$ cat src/rtl/kat_tge_tx_arbiter_if.sv
// Requester and core-side buses of the TGE transmit arbiter.
// The arbiter connects through the master modport; the requesters and core side use the slave modport.
`timescale 1ns/1ps
interface kat_tge_tx_arbiter_if #(
    parameter int N_PORTS = 4
);
    logic [N_PORTS-1:0]    req_valid;
    logic [N_PORTS-1:0]    grant;
    logic [N_PORTS-1:0]    in_valid;
    logic [N_PORTS-1:0]    in_eof;
    logic [64*N_PORTS-1:0] in_data;
    logic [32*N_PORTS-1:0] in_dest_ip;
    logic [16*N_PORTS-1:0] in_dest_port;
    logic                  tx_valid;
    logic                  tx_end_of_frame;
    logic [63:0]           tx_data;
    logic [31:0]           tx_dest_ip;
    logic [15:0]           tx_dest_port;
    logic                  tx_afull;
    logic                  tx_overflow;

    modport master (
        input  req_valid, in_valid, in_eof, in_data, in_dest_ip, in_dest_port,
        input  tx_afull, tx_overflow,
        output grant, tx_valid, tx_end_of_frame, tx_data, tx_dest_ip, tx_dest_port
    );

    modport slave (
        output req_valid, in_valid, in_eof, in_data, in_dest_ip, in_dest_port,
        output tx_afull, tx_overflow,
        input  grant, tx_valid, tx_end_of_frame, tx_data, tx_dest_ip, tx_dest_port
    );
endinterface

$ cat src/rtl/kat_tge_tx_arbiter.sv
// Frame-granular round-robin arbiter muxing N_PORTS word streams onto one TGE transmit port,
// with runaway-frame truncation and saturating truncation/overflow counters.
`timescale 1ns/1ps
module kat_tge_tx_arbiter #(
    parameter int N_PORTS         = 4,
    parameter int MAX_FRAME_WORDS = 1024,
    parameter int CNT_WIDTH       = 16
) (
    input  logic                 clk,
    input  logic                 rst,
    kat_tge_tx_arbiter_if.master bus,
    output logic                 busy,
    output logic [CNT_WIDTH-1:0] trunc_count,
    output logic [CNT_WIDTH-1:0] ovf_count
);
    localparam int IDX_W  = (N_PORTS > 1) ? $clog2(N_PORTS) : 1;
    localparam int WCNT_W = $clog2(MAX_FRAME_WORDS);
    localparam logic [WCNT_W-1:0] WCNT_LAST = WCNT_W'(MAX_FRAME_WORDS - 1);
    localparam logic [IDX_W-1:0]  IDX_LAST  = IDX_W'(N_PORTS - 1);

    typedef enum logic [1:0] {ST_IDLE, ST_GRANT, ST_DRAIN} state_e;

    state_e               state_q, state_d;
    logic [N_PORTS-1:0]   grant_q, grant_d;
    logic [IDX_W-1:0]     last_q, last_d;
    logic [WCNT_W-1:0]    wcnt_q, wcnt_d;
    logic                 txv_q, txv_d;
    logic                 txeof_q, txeof_d;
    logic [63:0]          txdata_q, txdata_d;
    logic [31:0]          txip_q, txip_d;
    logic [15:0]          txport_q, txport_d;
    logic [CNT_WIDTH-1:0] trunc_q, trunc_d;
    logic [CNT_WIDTH-1:0] ovf_q, ovf_d;
    logic                 ovf_prev_q;

    logic                 pick_found;
    logic [IDX_W-1:0]     pick_idx;
    logic                 acc;
    logic                 acc_eof;

    // Round-robin search starting just after the last granted port.
    always_comb begin
        int cand;
        cand       = 0;
        pick_found = 1'b0;
        pick_idx   = last_q;
        for (int k = 1; k <= N_PORTS; k++) begin
            cand = int'(last_q) + k;
            if (cand >= N_PORTS) cand = cand - N_PORTS;
            if (!pick_found && bus.req_valid[cand]) begin
                pick_found = 1'b1;
                pick_idx   = IDX_W'(cand);
            end
        end
    end

    assign acc     = bus.in_valid[last_q];
    assign acc_eof = acc && bus.in_eof[last_q];

    always_comb begin
        state_d  = state_q;
        grant_d  = grant_q;
        last_d   = last_q;
        wcnt_d   = wcnt_q;
        txv_d    = 1'b0;
        txeof_d  = 1'b0;
        txdata_d = txdata_q;
        txip_d   = txip_q;
        txport_d = txport_q;
        trunc_d  = trunc_q;
        unique case (state_q)
            ST_IDLE: begin
                if (pick_found && !bus.tx_afull) begin
                    grant_d = N_PORTS'(1) << pick_idx;
                    last_d  = pick_idx;
                    wcnt_d  = '0;
                    state_d = ST_GRANT;
                end
            end
            ST_GRANT: begin
                if (acc) begin
                    txv_d    = 1'b1;
                    txdata_d = bus.in_data[64*int'(last_q) +: 64];
                    txip_d   = bus.in_dest_ip[32*int'(last_q) +: 32];
                    txport_d = bus.in_dest_port[16*int'(last_q) +: 16];
                    wcnt_d   = wcnt_q + 1'b1;
                    if (acc_eof) begin
                        txeof_d = 1'b1;
                        grant_d = '0;
                        state_d = ST_IDLE;
                    end else if (wcnt_q == WCNT_LAST) begin
                        // Runaway frame: close it towards the core, swallow the rest.
                        txeof_d = 1'b1;
                        if (trunc_q != '1) trunc_d = trunc_q + 1'b1;
                        state_d = ST_DRAIN;
                    end
                end
            end
            ST_DRAIN: begin
                if (acc_eof) begin
                    grant_d = '0;
                    state_d = ST_IDLE;
                end
            end
            default: state_d = ST_IDLE;
        endcase
    end

    always_comb begin
        ovf_d = ovf_q;
        if (bus.tx_overflow && !ovf_prev_q && ovf_q != '1) ovf_d = ovf_q + 1'b1;
    end

    always_ff @(posedge clk or negedge rst) begin
        if (!rst) begin
            state_q    <= ST_IDLE;
            grant_q    <= '0;
            last_q     <= IDX_LAST;
            wcnt_q     <= '0;
            txv_q      <= 1'b0;
            txeof_q    <= 1'b0;
            txdata_q   <= '0;
            txip_q     <= '0;
            txport_q   <= '0;
            trunc_q    <= '0;
            ovf_q      <= '0;
            ovf_prev_q <= 1'b0;
        end else begin
            state_q    <= state_d;
            grant_q    <= grant_d;
            last_q     <= last_d;
            wcnt_q     <= wcnt_d;
            txv_q      <= txv_d;
            txeof_q    <= txeof_d;
            txdata_q   <= txdata_d;
            txip_q     <= txip_d;
            txport_q   <= txport_d;
            trunc_q    <= trunc_d;
            ovf_q      <= ovf_d;
            ovf_prev_q <= bus.tx_overflow;
        end
    end

    assign bus.grant           = grant_q;
    assign bus.tx_valid        = txv_q;
    assign bus.tx_end_of_frame = txeof_q;
    assign bus.tx_data         = txdata_q;
    assign bus.tx_dest_ip      = txip_q;
    assign bus.tx_dest_port    = txport_q;
    assign busy                = (state_q != ST_IDLE);
    assign trunc_count         = trunc_q;
    assign ovf_count           = ovf_q;
endmodule
$ cat src/flat_wrapper.sv
// flat-port wrapper written by rule: the top's interface ports become plain ports
module kat_tge_tx_arbiter_flat 
#(
    parameter int N_PORTS         = 4,
    parameter int MAX_FRAME_WORDS = 1024,
    parameter int CNT_WIDTH       = 16
)
  (clk, rst, busy, trunc_count, ovf_count, bus_req_valid, bus_in_valid, bus_in_eof, bus_in_data, bus_in_dest_ip, bus_in_dest_port, bus_tx_afull, bus_tx_overflow, bus_grant, bus_tx_valid, bus_tx_end_of_frame, bus_tx_data, bus_tx_dest_ip, bus_tx_dest_port);
  kat_tge_tx_arbiter_if #(.N_PORTS(N_PORTS)) bus_i ();
  input  logic clk;
  input  logic rst;
  output logic busy;
  output logic [CNT_WIDTH-1:0] trunc_count;
  output logic [CNT_WIDTH-1:0] ovf_count;
  input wire logic [$bits(bus_i.req_valid)-1:0] bus_req_valid;
  input wire logic [$bits(bus_i.in_valid)-1:0] bus_in_valid;
  input wire logic [$bits(bus_i.in_eof)-1:0] bus_in_eof;
  input wire logic [$bits(bus_i.in_data)-1:0] bus_in_data;
  input wire logic [$bits(bus_i.in_dest_ip)-1:0] bus_in_dest_ip;
  input wire logic [$bits(bus_i.in_dest_port)-1:0] bus_in_dest_port;
  input wire logic [$bits(bus_i.tx_afull)-1:0] bus_tx_afull;
  input wire logic [$bits(bus_i.tx_overflow)-1:0] bus_tx_overflow;
  output wire logic [$bits(bus_i.grant)-1:0] bus_grant;
  output wire logic [$bits(bus_i.tx_valid)-1:0] bus_tx_valid;
  output wire logic [$bits(bus_i.tx_end_of_frame)-1:0] bus_tx_end_of_frame;
  output wire logic [$bits(bus_i.tx_data)-1:0] bus_tx_data;
  output wire logic [$bits(bus_i.tx_dest_ip)-1:0] bus_tx_dest_ip;
  output wire logic [$bits(bus_i.tx_dest_port)-1:0] bus_tx_dest_port;
  assign bus_i.req_valid = bus_req_valid;
  assign bus_i.in_valid = bus_in_valid;
  assign bus_i.in_eof = bus_in_eof;
  assign bus_i.in_data = bus_in_data;
  assign bus_i.in_dest_ip = bus_in_dest_ip;
  assign bus_i.in_dest_port = bus_in_dest_port;
  assign bus_i.tx_afull = bus_tx_afull;
  assign bus_i.tx_overflow = bus_tx_overflow;
  assign bus_grant = bus_i.grant;
  assign bus_tx_valid = bus_i.tx_valid;
  assign bus_tx_end_of_frame = bus_i.tx_end_of_frame;
  assign bus_tx_data = bus_i.tx_data;
  assign bus_tx_dest_ip = bus_i.tx_dest_ip;
  assign bus_tx_dest_port = bus_i.tx_dest_port;
  kat_tge_tx_arbiter #(.N_PORTS(N_PORTS), .MAX_FRAME_WORDS(MAX_FRAME_WORDS), .CNT_WIDTH(CNT_WIDTH)) u_core (.clk(clk), .rst(rst), .bus(bus_i), .busy(busy), .trunc_count(trunc_count), .ovf_count(ovf_count));
endmodule
$ cat config.mk
export PLATFORM = sky130hd
export DESIGN_NAME = kat_tge_tx_arbiter_flat
export DESIGN_NICKNAME = d
export VERILOG_FILES = /design/src/rtl/kat_tge_tx_arbiter_if.sv /design/src/rtl/kat_tge_tx_arbiter.sv /design/src/flat_wrapper.sv
export SDC_FILE = /design/constraint.sdc
export NUM_CORES = 1
export LEC_CHECK = 0
export BUFFER_PORTS_ARGS = -buffer_cell sky130_fd_sc_hd__buf_2
export CAP_MARGIN = 0
export CORE_AREA = 3 3 241 243
export CTS_CLUSTER_DIAMETER = 30
export DETAILED_ROUTE_END_ITERATION = 8
export DIE_AREA = 0 0 244 246
export PLACE_DENSITY = 0.39
export SLEW_MARGIN = 20
export SYNTH_ARGS = -nofsm -noshare
export SYNTH_HDL_FRONTEND = slang
export SYNTH_SLANG_ARGS = --single-unit
$ cat constraint.sdc
create_clock -name clk -period 5.1 [get_ports clk]
set_input_delay 0.765 -clock clk [delete_from_list [all_inputs] [get_ports clk]]
set_output_delay 0.765 -clock clk [all_outputs]
set_load 0.05 [all_outputs]
==> results of run 1 <==
[report_power, final]
part,leakage [uW],internal (uW),switching (uW)
clock,0.000292,803,577
combinational,0.00414,2030,3320
sequential,0.00203,1870,379
[cell usage after synthesis, drive strengths merged (4+ instances only)]
library cell / count / share of area
mux2: 117 / 0.14
and2: 5 / 0.0033
and4: 8 / 0.0074
clkbuf: 17 / 0.0068
inv: 10 / 0.0040
xnor2: 22 / 0.020
mux4: 114 / 0.27
xor2: 12 / 0.011
nand3: 18 / 0.0095
nor2b: 4 / 0.0026
o22ai: 4 / 0.0026
a21oi: 6 / 0.0032
nand2: 22 / 0.0090
ha: 7 / 0.0093
o21ai: 12 / 0.0064
buf: 23 / 0.017
dfrtp: 163 / 0.43
and3: 10 / 0.0066
nor2: 16 / 0.0064
nand4: 11 / 0.0073
[worst max-delay path, stage by stage (launching register included)]
cell                      delay [ps]
sky130_fd_sc_hd__dfstp_4        1000
sky130_fd_sc_hd__mux4_2          430
sky130_fd_sc_hd__nand2_2         140
sky130_fd_sc_hd__inv_4           510
sky130_fd_sc_hd__buf_12          350
sky130_fd_sc_hd__mux2_2          390
[per-stage QoR]
stage / total power [uW] / instances / util
after floorplan: 6300 / 626 / -
after global placement: 7720 / 1964 / 0.238
after detailed placement: 7740 / 1964 / 0.238
after CTS: 9200 / 1994 / 0.249
after global routing: 9490 / 1995 / 0.249
final: 8980 / 1996 / 0.249
[kinds of logic (layout without fill, tap and decap cells)]
logic type,Yosys count,count (layout),synth area share
multiplexers,232,232,0.412
flip-flops,165,165,0.437
AND/OR/NAND/NOR,107,107,0.0629
buffers and inverters,50,662,0.0274
XOR/XNOR,34,34,0.0315
AO/OA/AOI/OAI,31,31,0.0199
adder cells (fa/ha/maj),7,7,0.00926
other,0,2,0
[final cells by class]
type / count / area [sq um]
clock inverters: 8 / 125
well taps: 756 / 946
inverters: 10 / 40.0
fillers: 6055 / 42200
diodes: 2 / 5.00
multi-input cells: 411 / 5060
flip-flops and latches: 165 / 4140
repair buffers: 622 / 3180
clock buffers: 22 / 474
[final timing paths]
check / startpoint / to / slack [ps] / cells past startpoint
min in group clk: bus_tx_overflow / u_core.ovf_prev_q$_DFF_PN0_ / 440 / 1
min: rst / u_core.bus.tx_data[8]$_DFFE_PN0P_ / 280 / 1
max reg2reg: u_core.last_q[1]$_DFFE_PN1P_ / u_core.bus.tx_data[62]$_DFFE_PN0P_ / 1990 / 5
min reg2reg: u_core.bus.tx_dest_ip[20]$_DFFE_PN0P_ / u_core.bus.tx_dest_ip[20]$_DFFE_PN0P_ / 490 / 1
max in group asynchronous: rst / u_core.bus.tx_data[33]$_DFFE_PN0P_ / 3810 / 2
max: u_core.last_q[1]$_DFFE_PN1P_ / u_core.bus.tx_data[62]$_DFFE_PN0P_ / 1990 / 5
[layer usage]
layer / up-vias / GRT usage / share of wire
met3: 60 / 0.0385 / 0.059
li1: 3669 / - / -
met4: 6 / 0.0577 / 0.033
met5: - / 0 / 0.0011
met2: 292 / 0.219 / 0.52
met1: 4059 / 0.143 / 0.38
[sequential cells by signal (all words and copies together) (netlist names)]
signal / flops
u_core.bus.tx_dest_ip: 32
u_core.ovf_count: 16
u_core.bus.tx_end_of_frame: 1
u_core.bus.tx_dest_port: 16
u_core.state_q: 2
u_core.bus.tx_data: 64
u_core.trunc_count: 16
u_core.bus.grant: 4
u_core.wcnt_q: 10
u_core.last_q: 2
u_core.bus.tx_valid: 1
u_core.ovf_prev_q: 1
==> results.txt, run 1 <==
The die height is between 200 and 250 um. For this run, the top clock speed supported by timing is 322 MHz. Before antenna repair, the detailed router went through 4 iterations. The number of pins exceeding their max-slew limit in the final report was 0.

The min-delay analysis places its worst path in the category primary input to asynchronous set/reset pin. The number of buffers between clock root and the deepest sink is 2. Leaving out fill and tap cells, the most frequent cell in the layout is sky130_fd_sc_hd__buf_2.

The proportion of register bits with asynchronous set or reset after synthesis is 1.00. The relative slew slack came out at 0.432. The buffer type at the clock tree root is sky130_fd_sc_hd__clkbuf_16. The placer congestion estimate came out at 0.893. The post-place instance area came out at around 0.013 sq mm.

For this run, the register share of the synthesized area comes to 0.437. The first-iteration detailed-routing DRC count is 285. The netlist uses 44 different library cells.

The via density per instance is 4.05. The flow ran to the end, and the final reports show no timing, DRC or antenna violations. The deepest level of the CTS H-tree came out at 4. The number of setup violations in the final report came out at 0. The leakage power is 0.00646 uW.

The die area is 0.0600 sq mm. The routed design could run at a clock period as short as a little over 3000 ps. The number of clock buffers added by TritonCTS is 17.

The post-synthesis net count is 1097. During placement, the flow inserted port buffers numbering 614. Max-cap violations in this run came to 0. The die width came out at approximately 240 um. For this configuration, the core starts out at a cell density of 0.168. The total overflow left after global routing is 0. The post-CTS setup-driven buffer insertion count is 0. The clock sink count came out at between 150 and 200.

In the synthesized netlist the dominant register cell turns out to be sky130_fd_sc_hd__dfrtp_1. After detailed routing, the total wire length is 38.6 mm. Setup repair after global routing left no endpoint under its margin. The total negative setup slack came out at 0 ps. By startpoint and endpoint, the worst setup path is classified as flop to flop.

The region available for standard cell placement spans 0.0562 sq mm. At the pin with the least slew margin, the transition time is 852 ps. Buffers inserted to repair hold after CTS numbered 0. The detailed-placement wirelength estimate is 31.2 mm. The final critical-path share of the clock period is 0.610.

The number of vias after detailed routing is 8086. TritonCTS built the clock tree. Of all nets on the critical path, the largest fanout is 67.

STA classifies the critical path endpoint as a flop. The total power divided by cell area is 643 mW/mm^2. After clock tree synthesis, the clock-pin slew on the worst setup and hold paths is roughly 70 ps.

The critical path launch point type is a flop. The net count of the finished layout is 1698. The first-pass GRT wire length is around 56 mm. The worst-case setup margin in the final layout is 1990 ps. The worst setup skew after layout is 7.03 ps.

Data on the critical path is required at its endpoint by 5450 ps. Yosys printed 0 warnings. The synthesized instance count is 626.

Entering global routing, the biggest net connects 96 pins. OpenSTA, run right after detailed placement, puts the worst setup slack at about 1900 ps. IR analysis of the VDD net gives a maximum drop of 0.284 mV.

The synthesized design contains 0 enable-type register cells. After clock tree synthesis, the repair step resized 0 gates. The post-route DRC violation count came out at 0.

The count of state elements after synthesis is ~170. The number of core rows came out at 87. Of the cells placed in the final design, the portion with a size suffix greater than 1 is 0.715. The count of nets left with antenna violations after detail routing is 0. In the global route stage, overall resource usage came out at 0.126. The area growth from synthesis to layout is 47.8%.

The worst-case hold slack is 276 ps. The wire length per cell is 19.3 um. The top-level I/O count came out at 615. The cell area after layout is 0.0140 sq mm. After synthesis, the mean cell area works out to 15.1 sq um. The library cells used most frequently in the layout, excluding fill and tap cells, are sky130_fd_sc_hd__buf_2, sky130_fd_sc_hd__dfrtp_1, sky130_fd_sc_hd__mux4_2, sky130_fd_sc_hd__mux2_2, sky130_fd_sc_hd__xnor2_1. The clock latency at the later pin of the worst-skew pair came out at roughly 470 ps. The worst path arrival time came out at 3460 ps. The number of global-route vias before repair was 8829. In this run the cell area of the synthesized design comes to ~0.0095 sq mm. The number of antenna violations at the first check in global routing is 11. The hold violation total from the final report is 0.
Power figures use the tool's default switching activity.
==> inputs of run 2 (changes only) <==
CORE_AREA = 3 3 240 242   (was 3 3 241 243)
DIE_AREA = 0 0 243 245   (was 0 0 244 246)
PLACE_DENSITY = 0.4   (was 0.39)
clock period = 2.8 ns   (was 5.1 ns; I/O delays follow)
==> run 2 against run 1 <==
Sequential cell count unchanged. Clock skew increased by 5.9 ps. Clock power increased by 67%. Total power increased by 79%. Critical path type unchanged. Non-clock buffer count increased by 5. Register-to-register slack got worse by 1600 ps. Wire length decreased by 0.77%. Global-route usage increased by 0.13 points. Core utilization increased by 0.41 points. Fmax increased by 28%. Critical endpoint is now u_core.trunc_count[9]$_DFFE_PN0P_. Via count increased by 1.2%. Largest power group unchanged.
==> results.txt, run 2 (synthesis results as in run 1) <==
The run finished with clean final reports. The floorplan step defined a die boundary enclosing 0.0595 sq mm. The cell area after layout is 0.0140 sq mm. The pin slew with the least headroom to its limit came out at ~670 ps. The number of global-route vias before repair is 9027. Once detailed placement completed, the half-perimeter wirelength came to 31.7 mm. The overall track demand over capacity in global routing is 0.128. Entering global routing, the biggest net connects a little under 70 pins. The number of buffers and inverters on the critical path is 0. Walking the worst path, the cells encountered are mux4_2 -> a41o_1 -> nor3_4 -> nor3b_2 -> xor2_1.

The worst setup path is launched from a flop. The post-place instance area is between 0.01 and 0.015 sq mm. The placed instance count is 1960. The clock power share is 0.143.

Clock tree synthesis found a total of 165 sinks. The total number of nets in the final design came out at 1703. Broken down by cell family, the worst path's largest delay share belongs to simple AND/OR/NAND/NOR gates. Clock skew on the completed layout was measured at 12.9 ps.

The relative slew slack came out at 0.555. The leading cell type in the layout, fill and taps excluded is sky130_fd_sc_hd__buf_2. Setup violations remaining at the end of the flow were counted as 0.

Among all stages on the critical path, the largest delay is contributed by sky130_fd_sc_hd__dfstp_4. The internal power of the cells totals 8300 uW. Setup repair after global routing left no endpoint under its margin.

The wire length per cell is 19.2 um. The final standard cell count with taps included and fillers excluded is 1996. The placer congestion estimate is 0.921. The area inside the core boundary came out at between 0.05 and 0.06 sq mm. The first global-routing pass estimated between 50 and 60 mm of wire. The post-route DRC violation count is 0. The layout overhead on the synthesized area is 47.9%. Of the available clock period, the critical path in the final layout requires 0.869. The number of antenna violations at the first check in global routing was 11.

The deepest level of the CTS H-tree came out at 4. Summing over every cut layer, the via total after detailed routing is 8179. The via density per instance came out at 4.10. IR analysis of the VDD net gives a maximum drop of 0.501 mV.

The count of nets left with antenna violations after detail routing came out at 0. The critical setup path kind is flop to flop. Setup slack on the worst reg-to-reg path comes out at 370 ps. The leakage power came out at roughly 0.0065 uW. The die height came out at 245 um. Gates resized during post-CTS repair numbered 0. The hold violation total from the final report is 0.

The die width is about 240 um. The net switching power of the design came out at 7800 uW. For this configuration, the core starts out at a cell density of 0.171.

In the final layout, the share of cells above drive strength 1 is 0.717. In this design, the stage delay of the slowest critical-path cell is 670 ps. The post-CTS setup-driven buffer insertion count is 0. The tool flagged a number of max-cap violations equal to 0.

The fraction of power spent switching nets came out at 0.484. The combinational power share is 0.609. The number of hold buffers added after CTS was 1. The total wire length is approximately 38 mm.

The root buffer cell chosen for the clock tree is sky130_fd_sc_hd__clkbuf_16. The clock latency at the later pin of the worst-skew pair came out at 470 ps. After filler insertion, the fill cell instance count of the layout stands at 5994. Of the total power, registers draw 0.248. The TritonCTS buffer count came out at 17. TritonCTS built the clock tree.

The register with the most flip-flops in the layout has 64 of them. The number of iterations in the first detailed-routing pass is 4. The number of pins exceeding their max-slew limit in the final report came to 0.

The maximum clock frequency is a little over 400 MHz. The number of buffers between clock root and the deepest sink came out at 2. The total chip power is 16100 uW.

After floorplanning, the core was divided into 86 placement rows. The top-level I/O count came out at between 600 and 700. The worst min-delay path class is primary input to flop. For the worst setup path, the data arrival time is between 2000 and 3000 ps.

The port buffer count is 614. In this run the worst path has a maximum fanout of 13. The nature of the critical path endpoint is a flop. Leaving out fill and tap cells, the most frequent cells in the layout are sky130_fd_sc_hd__buf_2, sky130_fd_sc_hd__dfrtp_1, sky130_fd_sc_hd__mux4_2, sky130_fd_sc_hd__mux2_2, sky130_fd_sc_hd__xnor2_1. The endpoint required time on the critical path is 3200 ps. The post-route minimum period came out at approximately 2400 ps. The aggregate global routing overflow is 0.

The detailed router finished its first iteration with approximately 270 violations. The total power divided by cell area is 1150 mW/mm^2. The clock input transition at the sequential cells of the worst setup and hold paths is 70 ps. The total negative setup slack came out at 0 ps.
run 2: path summary, 6_finish.rpt:
check                                                       from                                     to  depth (start not counted)
max reg2reg                         u_core.last_q[0]$_DFFE_PN1P_      u_core.trunc_count[9]$_DFFE_PN0P_                          5
max                                 u_core.last_q[0]$_DFFE_PN1P_      u_core.trunc_count[9]$_DFFE_PN0P_                          5
min                                              bus_tx_overflow            u_core.ovf_prev_q$_DFF_PN0_                          1
min in group asynchronous                                    rst      u_core.bus.tx_data[2]$_DFFE_PN0P_                          2
min reg2reg                u_core.bus.tx_dest_ip[21]$_DFFE_PN0P_  u_core.bus.tx_dest_ip[21]$_DFFE_PN0P_                          1
max in group asynchronous                                    rst     u_core.bus.tx_data[36]$_DFFE_PN0P_                          3
run 2: layer usage:
| layer | share of wire | track usage | vias up |
|---|---|---|---|
| li1 | - | - | 3683 |
| met1 | 0.38 | 0.146 | 4116 |
| met2 | 0.52 | 0.222 | 316 |
| met3 | 0.079 | 0.0452 | 50 |
| met4 | 0.023 | 0.0446 | 14 |
| met5 | 0.0030 | 0 | - |
run 2: layout make-up:
class,instances,area [sq um],share of cell area
diodes,3,7.51,0.000537
clock buffers,17,425,0.0304
clock inverters,15,128,0.00913
inverters,10,40.0,0.00286
multi-input cells,411,5060,0.362
flip-flops and latches,165,4140,0.296
well taps,748,936,0.0669
repair buffers,627,3240,0.232
run 2: per-stage QoR:
| stage | setup WS (ps) | util | hold WS (ps) |
|---|---|---|---|
| 6_report | 366 | 0.253 | 77.2 |
| 5_1_grt | 245 | 0.253 | 27.0 |
| 4_1_cts | 332 | 0.253 | 13.4 |
| 3_5_place_dp | 342 | 0.242 | 434 |
| 3_3_place_gp | 382 | 0.242 | 439 |
| 2_1_floorplan | 686 | - | 124 |
run 2: power groups by stage:
| stage | registers, uW | clock network [uW] | logic, uW |
|---|---|---|---|
| floorplan | 7100 | 0 | 4370 |
| global placement | 4020 | 0 | 10000 |
| detailed placement | 4050 | 0 | 10000 |
| CTS | 4020 | 2450 | 10000 |
| global route | 4150 | 2530 | 10400 |
| finish | 3990 | 2300 | 9810 |
run 2: worst reg2reg max path: stages, from the launching register on:
cell                      delay [ps]
sky130_fd_sc_hd__dfstp_4         670
sky130_fd_sc_hd__mux4_2          590
sky130_fd_sc_hd__a41o_1          260
sky130_fd_sc_hd__nor3_4          410
sky130_fd_sc_hd__nor3b_2         270
sky130_fd_sc_hd__xor2_1          150
